--- src/rtl/apb_mc_pkg.sv ---
// apb_mc_pkg
// Shared types and elaboration-time helpers for the multi-slave APB master.
//   state_t    : one-hot master FSM encoding (IDLE, SETUP, ACCESS, RESP)
//   clog2      : ceiling log2 for parameter derivation
//   sel_width  : width of the slave index field, never less than 1
package apb_mc_pkg;

    typedef enum logic [3:0] {
        ST_IDLE   = 4'b0001,
        ST_SETUP  = 4'b0010,
        ST_ACCESS = 4'b0100,
        ST_RESP   = 4'b1000
    } state_t;

    function automatic int clog2(input int value);
        int r;
        int v;
        r = 0;
        v = value - 1;
        while (v > 0) begin
            r = r + 1;
            v = v >> 1;
        end
        return r;
    endfunction

    function automatic int sel_width(input int num_slaves);
        return (clog2(num_slaves) < 1) ? 1 : clog2(num_slaves);
    endfunction

endpackage

--- src/rtl/apb_slave_decode.sv ---
// apb_slave_decode
// Combinational slave decode from the top SEL_W address bits.
// Ports:
//   addr       in  ADDR_W      command address
//   sel        out NUM_SLAVES  one-hot select, all zero on decode error
//   index      out SEL_W       raw slave index field
//   decode_err out 1           index does not map to an existing slave
module apb_slave_decode
    import apb_mc_pkg::*;
#(
    parameter int ADDR_W     = 8,
    parameter int NUM_SLAVES = 2,
    parameter int SEL_W      = sel_width(NUM_SLAVES)
) (
    input  logic [ADDR_W-1:0]     addr,
    output logic [NUM_SLAVES-1:0] sel,
    output logic [SEL_W-1:0]      index,
    output logic                  decode_err
);

    always_comb begin
        index      = addr[ADDR_W-1 -: SEL_W];
        // Also covers NUM_SLAVES == 1: any set index bit lands at or above 1.
        decode_err = (int'(index) >= NUM_SLAVES);
        sel        = '0;
        for (int i = 0; i < NUM_SLAVES; i++) begin
            if (!decode_err && (int'(index) == i)) begin
                sel[i] = 1'b1;
            end
        end
    end

endmodule

--- src/rtl/apb_master_mc.sv ---
// apb_master_mc
// Single-outstanding APB master driving NUM_SLAVES peripherals. A command
// taken on the valid/ready port becomes one SETUP/ACCESS transfer; the
// outcome (read data, slave error, decode error, timeout) is reported on a
// one-cycle rsp_valid pulse.
// Ports:
//   PCLK, PRESET                    clock, synchronous active-high reset
//   cmd_valid/ready/write/addr/wdata command port
//   rsp_valid/rdata/err/timeout     response port (fields hold between pulses)
//   PSEL, PENABLE, PADDR, PWRITE, PWDATA   registered APB requester outputs
//   PRDATA, PREADY, PSLVERR         per-slave completer inputs
//
// state  | meaning
// IDLE   | cmd_ready high, waiting for a command
// SETUP  | PSEL asserted, PENABLE low for one cycle
// ACCESS | PENABLE high, waiting for PREADY of the selected slave
// RESP   | drive captured result onto rsp_* with rsp_valid next cycle
module apb_master_mc
    import apb_mc_pkg::*;
#(
    parameter int ADDR_W     = 8,
    parameter int DATA_W     = 8,
    parameter int NUM_SLAVES = 2,
    parameter int TIMEOUT    = 16
) (
    input  logic                         PCLK,
    input  logic                         PRESET,
    input  logic                         cmd_valid,
    output logic                         cmd_ready,
    input  logic                         cmd_write,
    input  logic [ADDR_W-1:0]            cmd_addr,
    input  logic [DATA_W-1:0]            cmd_wdata,
    output logic                         rsp_valid,
    output logic [DATA_W-1:0]            rsp_rdata,
    output logic                         rsp_err,
    output logic                         rsp_timeout,
    output logic [NUM_SLAVES-1:0]        PSEL,
    output logic                         PENABLE,
    output logic [ADDR_W-1:0]            PADDR,
    output logic                         PWRITE,
    output logic [DATA_W-1:0]            PWDATA,
    input  logic [NUM_SLAVES*DATA_W-1:0] PRDATA,
    input  logic [NUM_SLAVES-1:0]        PREADY,
    input  logic [NUM_SLAVES-1:0]        PSLVERR
);

    localparam int SEL_W      = sel_width(NUM_SLAVES);
    localparam int CNT_W      = (TIMEOUT < 2) ? 1 : clog2(TIMEOUT);
    localparam bit TIMEOUT_EN = (TIMEOUT != 0);
    localparam logic [CNT_W-1:0] WAIT_LAST = CNT_W'((TIMEOUT > 0) ? TIMEOUT - 1 : 0);

    state_t                  state_q, state_d;
    logic [NUM_SLAVES-1:0]   psel_q, psel_d;
    logic                    penable_q, penable_d;
    logic [ADDR_W-1:0]       paddr_q, paddr_d;
    logic                    pwrite_q, pwrite_d;
    logic [DATA_W-1:0]       pwdata_q, pwdata_d;
    logic [SEL_W-1:0]        idx_q, idx_d;
    logic [CNT_W-1:0]        wait_q, wait_d;
    logic [DATA_W-1:0]       cap_rdata_q, cap_rdata_d;
    logic                    cap_err_q, cap_err_d;
    logic                    cap_to_q, cap_to_d;
    logic                    rsp_valid_q, rsp_valid_d;
    logic [DATA_W-1:0]       rsp_rdata_q, rsp_rdata_d;
    logic                    rsp_err_q, rsp_err_d;
    logic                    rsp_to_q, rsp_to_d;

    logic [NUM_SLAVES-1:0]   dec_sel;
    logic [SEL_W-1:0]        dec_idx;
    logic                    dec_err;
    logic [DATA_W-1:0]       prdata_arr [NUM_SLAVES];

    apb_slave_decode #(
        .ADDR_W     (ADDR_W),
        .NUM_SLAVES (NUM_SLAVES),
        .SEL_W      (SEL_W)
    ) u_decode (
        .addr       (cmd_addr),
        .sel        (dec_sel),
        .index      (dec_idx),
        .decode_err (dec_err)
    );

    for (genvar g = 0; g < NUM_SLAVES; g++) begin : g_prdata
        assign prdata_arr[g] = PRDATA[g*DATA_W +: DATA_W];
    end

    always_comb begin
        state_d     = state_q;
        psel_d      = psel_q;
        penable_d   = penable_q;
        paddr_d     = paddr_q;
        pwrite_d    = pwrite_q;
        pwdata_d    = pwdata_q;
        idx_d       = idx_q;
        wait_d      = wait_q;
        cap_rdata_d = cap_rdata_q;
        cap_err_d   = cap_err_q;
        cap_to_d    = cap_to_q;
        rsp_valid_d = 1'b0;
        rsp_rdata_d = rsp_rdata_q;
        rsp_err_d   = rsp_err_q;
        rsp_to_d    = rsp_to_q;

        case (state_q)
            ST_IDLE: begin
                if (cmd_valid) begin
                    paddr_d  = cmd_addr;
                    pwrite_d = cmd_write;
                    idx_d    = dec_idx;
                    // Reads leave PWDATA alone to avoid needless toggling.
                    if (cmd_write) begin
                        pwdata_d = cmd_wdata;
                    end
                    if (dec_err) begin
                        cap_rdata_d = '0;
                        cap_err_d   = 1'b1;
                        cap_to_d    = 1'b0;
                        state_d     = ST_RESP;
                    end else begin
                        psel_d    = dec_sel;
                        penable_d = 1'b0;
                        state_d   = ST_SETUP;
                    end
                end
            end
            ST_SETUP: begin
                penable_d = 1'b1;
                wait_d    = '0;
                state_d   = ST_ACCESS;
            end
            ST_ACCESS: begin
                if (PREADY[idx_q]) begin
                    psel_d      = '0;
                    penable_d   = 1'b0;
                    cap_err_d   = PSLVERR[idx_q];
                    cap_to_d    = 1'b0;
                    cap_rdata_d = (!pwrite_q && !PSLVERR[idx_q]) ? prdata_arr[idx_q] : '0;
                    state_d     = ST_RESP;
                end else begin
                    wait_d = wait_q + 1'b1;
                    if (TIMEOUT_EN && (wait_q == WAIT_LAST)) begin
                        psel_d      = '0;
                        penable_d   = 1'b0;
                        cap_err_d   = 1'b1;
                        cap_to_d    = 1'b1;
                        cap_rdata_d = '0;
                        state_d     = ST_RESP;
                    end
                end
            end
            ST_RESP: begin
                rsp_valid_d = 1'b1;
                rsp_rdata_d = cap_rdata_q;
                rsp_err_d   = cap_err_q;
                rsp_to_d    = cap_to_q;
                state_d     = ST_IDLE;
            end
            default: begin
                psel_d    = '0;
                penable_d = 1'b0;
                state_d   = ST_IDLE;
            end
        endcase
    end

    always_ff @(posedge PCLK) begin
        if (PRESET) begin
            state_q     <= ST_IDLE;
            psel_q      <= '0;
            penable_q   <= 1'b0;
            paddr_q     <= '0;
            pwrite_q    <= 1'b0;
            pwdata_q    <= '0;
            idx_q       <= '0;
            wait_q      <= '0;
            cap_rdata_q <= '0;
            cap_err_q   <= 1'b0;
            cap_to_q    <= 1'b0;
            rsp_valid_q <= 1'b0;
            rsp_rdata_q <= '0;
            rsp_err_q   <= 1'b0;
            rsp_to_q    <= 1'b0;
        end else begin
            state_q     <= state_d;
            psel_q      <= psel_d;
            penable_q   <= penable_d;
            paddr_q     <= paddr_d;
            pwrite_q    <= pwrite_d;
            pwdata_q    <= pwdata_d;
            idx_q       <= idx_d;
            wait_q      <= wait_d;
            cap_rdata_q <= cap_rdata_d;
            cap_err_q   <= cap_err_d;
            cap_to_q    <= cap_to_d;
            rsp_valid_q <= rsp_valid_d;
            rsp_rdata_q <= rsp_rdata_d;
            rsp_err_q   <= rsp_err_d;
            rsp_to_q    <= rsp_to_d;
        end
    end

    assign cmd_ready   = (state_q == ST_IDLE);
    assign PSEL        = psel_q;
    assign PENABLE     = penable_q;
    assign PADDR       = paddr_q;
    assign PWRITE      = pwrite_q;
    assign PWDATA      = pwdata_q;
    assign rsp_valid   = rsp_valid_q;
    assign rsp_rdata   = rsp_rdata_q;
    assign rsp_err     = rsp_err_q;
    assign rsp_timeout = rsp_to_q;

endmodule

--- config.mk ---
export PLATFORM = sky130hd
export DESIGN_NAME = apb_master_mc
export DESIGN_NICKNAME = d
export VERILOG_FILES = /design/src/rtl/apb_mc_pkg.sv /design/src/rtl/apb_slave_decode.sv /design/src/rtl/apb_master_mc.sv
export SDC_FILE = /design/constraint.sdc
export NUM_CORES = 1
export LEC_CHECK = 0
export ABC_AREA = 1
export CAP_MARGIN = 20
export CORE_MARGIN = 3
export CORE_UTILIZATION = 38
export CTS_CLUSTER_DIAMETER = 100
export CTS_CLUSTER_SIZE = 14
export DETAILED_ROUTE_END_ITERATION = 12
export GPL_TIMING_DRIVEN = 0
export PLACE_DENSITY = 0.72
export RECOVER_POWER = 25
export SLEW_MARGIN = 0
export SYNTH_ARGS = -nofsm -noshare
export SYNTH_HDL_FRONTEND = slang
export SYNTH_SLANG_ARGS = --single-unit
--- constraint.sdc ---
create_clock -name PCLK -period 1.8 [get_ports PCLK]
set_input_delay 0.54 -clock PCLK [delete_from_list [all_inputs] [get_ports PCLK]]
set_output_delay 0.54 -clock PCLK [all_outputs]
set_load 0.01 [all_outputs]
Word level (Yosys, flattened, before mapping)
Index checks and enable logic that the tools add are counted.

Logic and storage cells: 72. Flip-flop bits (word level): 50. Input port bits: 40. Output and inout port bits: 32.

Reductions and logical operators: 13. Bitwise gates (word level): 3. Eq/ne operators: 8. Add/subtract/negate cells: 1. Mux-type cells: 30. Magnitude comparators: 2.

Operators by type and width (count): 8-bit 2-to-1 mux (6); 4-bit 2-to-1 mux (4); 1-bit 2-to-1 mux (13); 4-bit case mux with 3 select lines (1); 3-bit AND reduction (3); 4-bit == test, second input constant (2); 4-bit case mux with 2 select lines (1); 2-bit AND reduction (4); 2-bit 2-to-1 mux (3); 2-bit case mux with 3 select lines (1); 4-bit by 1-bit adder with 4-bit output, second input constant (1); 4-bit by 1-bit == test with 1-bit output, second input constant (1); 4-bit by 2-bit == test with 1-bit output, second input constant (1); 4-bit by 3-bit == test with 1-bit output, second input constant (1); 2-bit != test, second input constant (2); 1-bit case mux with 4 select lines (1); 2-bit nonzero test (2); 3-bit != test, second input constant (1); 2-bit >= comparator, second input constant (1); 1-bit zero test (2); 1-bit by 2-bit less-than comparator with 1-bit output, second input constant (1); 1-bit NOT (2); 1-bit NOT with 2-bit output (1); 2-bit OR reduction (1); 1-bit logical AND (1).

Depth between registers and ports, before layout
Depth in word-level cells: 6. Mapped depth: 9. Gate-level depth less buffers: 9.

Modules after synthesis
From an unflattened synthesis, not the netlist that was laid out.

Cell total of the unflattened synthesis: 293. Area total of the unflattened synthesis: 2130.8 µm².

Modules (own cells, without submodules): apb_master_mc (times used 1, cells each 288, sequential area each 1001.0 µm², area an instance 2100.8 µm²); apb_slave_decode (times used 1, cells each 5, sequential area each 0.0 µm², area an instance 30.0 µm²).

Worst setup path before layout
OpenSTA, ideal clock, no wires.

Path kind: input-to-reg. Start: input port PRESET. End: register paddr_q[0], in the netlist PADDR[0]. Data arrival time: 1214 ps. Path buffers: 2. Library setup time: 65 ps. Required time: 1735 ps. Stages: 5. Path slack: 522 ps. Cells stage by stage: buf_2 -> inv_1 -> clkbuf_1 -> o21ai_0 -> nor2_1.

RTL lines: from (decl) (RTL line apb_master_mc.sv:27) `input logic PRESET,`; to (signal assigned) (RTL line apb_master_mc.sv:188) `paddr_q <= paddr_d;`; to (decl) (RTL line apb_master_mc.sv:55) `logic [ADDR_W-1:0] paddr_q, paddr_d;`.

Final worst setup path
Start: register rsp_err_q, in the netlist rsp_err. End: output port rsp_err.

RTL lines: from (decl) (RTL line apb_master_mc.sv:65) `logic rsp_err_q, rsp_err_d;`; from (signal assigned) (RTL line apb_master_mc.sv:198) `rsp_err_q <= rsp_err_d;`; to (decl) (RTL line apb_master_mc.sv:35) `output logic rsp_err,`.

No word-level cell between the ends.

==> results.sh <==
export IMPL_core_area_um2=5200
export IMPL_cts_tree="yes"
export IMPL_grt_pass1_wl_mm=8.47
export IMPL_layout_common_cells="clkdlybuf4s50_1 (64), nand2_1 (62), nor2_1 (48)"
export IMPL_syn_area_um2=2080
export IMPL_cp_start_kind="flop"
export IMPL_routed_wl_mm=5.03
export IMPL_yosys_register_bits=49
export IMPL_fillCellCount=496
export IMPL_grt_max_degree=16
export IMPL_rows=26
export IMPL_setup_viol=0
export IMPL_cts_buffers=5
export IMPL_fin_util_pct=56.3
export IMPL_antenna_found_initial=0
export IMPL_vias=1995
export IMPL_cts_hold_buf=0
export IMPL_gp_congestion=0.810
export IMPL_clockBufferDepth=2
export IMPL_clkLatencyLatePin_ns=0.30
export IMPL_viasPerCell=4.64
export IMPL_die_w_um=80.0
export IMPL_final_common_cell="clkdlybuf4s50_1"
export IMPL_p_per_area_nw_per_um2=756
export IMPL_path_delay_family="buffers and inverters"
export IMPL_drive_gt1_share_pct=8.89
export IMPL_cts_max_level=2
export IMPL_worstMarginPinSlew_ns=0.560
export IMPL_hold_viol=0
export IMPL_crit_buf_inv=1
export IMPL_setup_ws_ns=0.0527
export IMPL_avgRoutedWirePerCell_um=11.7
export IMPL_dpl_worst_slack_ns=-0.0169
export IMPL_nNetsFinal=400
export IMPL_max_cap_violations=0
export IMPL_slew_headroom_pct=62.6
export IMPL_multi_input_area_um2=925
export IMPL_syn_avg_cell_area_um2=7.36
export IMPL_port_buffers=69
export IMPL_synth_nets=324
export IMPL_end_kind="output pin"
export IMPL_drc=0
export IMPL_worst_path_largest_cell_delay_ns=0.55
export IMPL_initial_core_util_pct=40.0
export IMPL_path_clk_slew_ns=0.10
export IMPL_slew_violations=0
export IMPL_skew_ns=0.00800
export IMPL_ir_drop_mv=0.466
export IMPL_dr_pass1_iters=4
export IMPL_crit_chain="clkdlybuf4s50_1"
export IMPL_cts_sinks=49
export IMPL_power_leakage_nw=1.20
export IMPL_ys_warn_count=0
export IMPL_crit_arrival_ns=1.21
export IMPL_gr_total_overflow=0
export IMPL_layout_min_cycle_time_ns=1.75
export IMPL_required_ns=1.26
export IMPL_ioPinCount=72
export IMPL_layout_area_seq_um2=987
export IMPL_synth_cell_type_count=26
export IMPL_diodes=0
export IMPL_min_path_type="flop to flop"
export IMPL_initialDrtViolationCount=107
export IMPL_period_share_pct=97.1
export IMPL_clockRootBuffer="clkbuf_8"
export IMPL_syn_inst=283
export IMPL_chipHeight_um=80.0
export IMPL_clock_fmax_mhz=572
export IMPL_yosysSeqAreaShare_pct=47.1
export IMPL_ant_nets=0
export IMPL_area_growth_syn_to_layout_pct=40.6
export IMPL_status="completed"
export IMPL_hold_ws_ns=0.448
export IMPL_dpl_hpwl_mm=3.81
export IMPL_die_area_um2=6410
export IMPL_grt_pass1_vias=1906
export IMPL_path_class="flop to output pin"
export IMPL_worst_path_max_delay_cell="clkdlybuf4s50_1"
export IMPL_crit_path_max_fanout=2
export IMPL_grt_total_usage_pct=16.6
export IMPL_rsz0062_at_grt="false"
registers in the layout, indices dropped and copies added (netlist names):
name         flops
PWRITE           1
wait_q           4
rsp_err          1
PADDR            7
rsp_timeout      1
PENABLE          1
idx_q            1
rsp_rdata        8
PWDATA           8
cap_to_q         1
state_q          4
PSEL             2
cap_err_q        1
cap_rdata_q      8
rsp_valid        1
cell families (layout without fill, tap and decap cells):
kind of cell,count (synthesis),in the layout,synth area share [%]
buffers and inverters,36,113,7.75
flip-flops,49,49,47.1
AO/OA/AOI/OAI,52,52,12.8
adder cells (fa/ha/maj),1,1,0.601
AND/OR/NAND/NOR,145,145,31.8
final timing paths:
path                               from      end  slack, ns  depth (start not counted)
worst max-delay path            rsp_err  rsp_err       0.05                          1
worst min-delay path            PENABLE  PENABLE       0.45                          2
worst max register to register    idx_q  PSEL[0]       0.36                          8
worst min register to register  PENABLE  PENABLE       0.45                          2
tightest hold or removal path, delay by kind of cell (launching register included):
family | cells | cell delay [ns]
flops | 1 | 0.32
buf+inv | 1 | 0.05
compound gates | 1 | 0.05
layer usage:
layer | up-vias | GRT usage (%) | wire, um
li1 | 1058 | - | -
met1 | 881 | 21.0 | 2370
met2 | 50 | 27.9 | 2350
met3 | 6 | 3.95 | 261
met4 | 0 | 4.56 | 53
met5 | - | 0 | 0
stage by stage:
step | cells | total power, mW | instance area (um^2) | TNS, ns
6_report | 430 | 2.21 | 2930 | 0
5_1_grt | 430 | 2.33 | 2930 | 0
4_1_cts | 430 | 2.24 | 2950 | 0
3_5_place_dp | 422 | 1.61 | 2860 | -0.0775
3_3_place_gp | 422 | 1.61 | 2860 | -0.0332
2_1_floorplan | 283 | 1.40 | 2080 | 0
Yosys cell counts (all sizes together):
| master | number | area, um^2 |
|---|---|---|
| nand2 | 65 | 264 |
| nor2 | 54 | 241 |
| dfxtp | 49 | 981 |
| a21oi | 29 | 149 |
| inv | 25 | 93.8 |
| o21ai | 22 | 110 |
| nand3 | 18 | 95.1 |
| buf | 8 | 56.3 |
| nand4 | 6 | 37.5 |
| clkbuf | 3 | 11.3 |
| ha | 1 | 12.5 |
| nand3b | 1 | 7.51 |
| nor3 | 1 | 16.3 |
| o31ai | 1 | 7.51 |
where the power goes:
part	internal [mW]	switching [mW]	leakage (nW)
registers	1.13	0.0280	0.400
clock network	0.274	0.366	0.0374
logic	0.213	0.204	0.767
total	1.62	0.597	1.20
final cells by class:
cell class              count  share of cell area, %
flip-flops and latches     49                   33.7
multi-input cells         198                   31.6
repair buffers             69                   23.3
inverters                  25                   3.20
well taps                  70                   2.99
clock buffers               6                   2.48
plain buffers              11                   2.22
clock inverters             2                  0.513
repair_timing:
item,CTS,global route
setup buffers,0,0
endpoints found under the setup margin,3,2
endpoints found under the hold margin,0,0
cloned,0,0
resized for setup,8,2
Note: power is estimated with default switching activity, not from simulation.
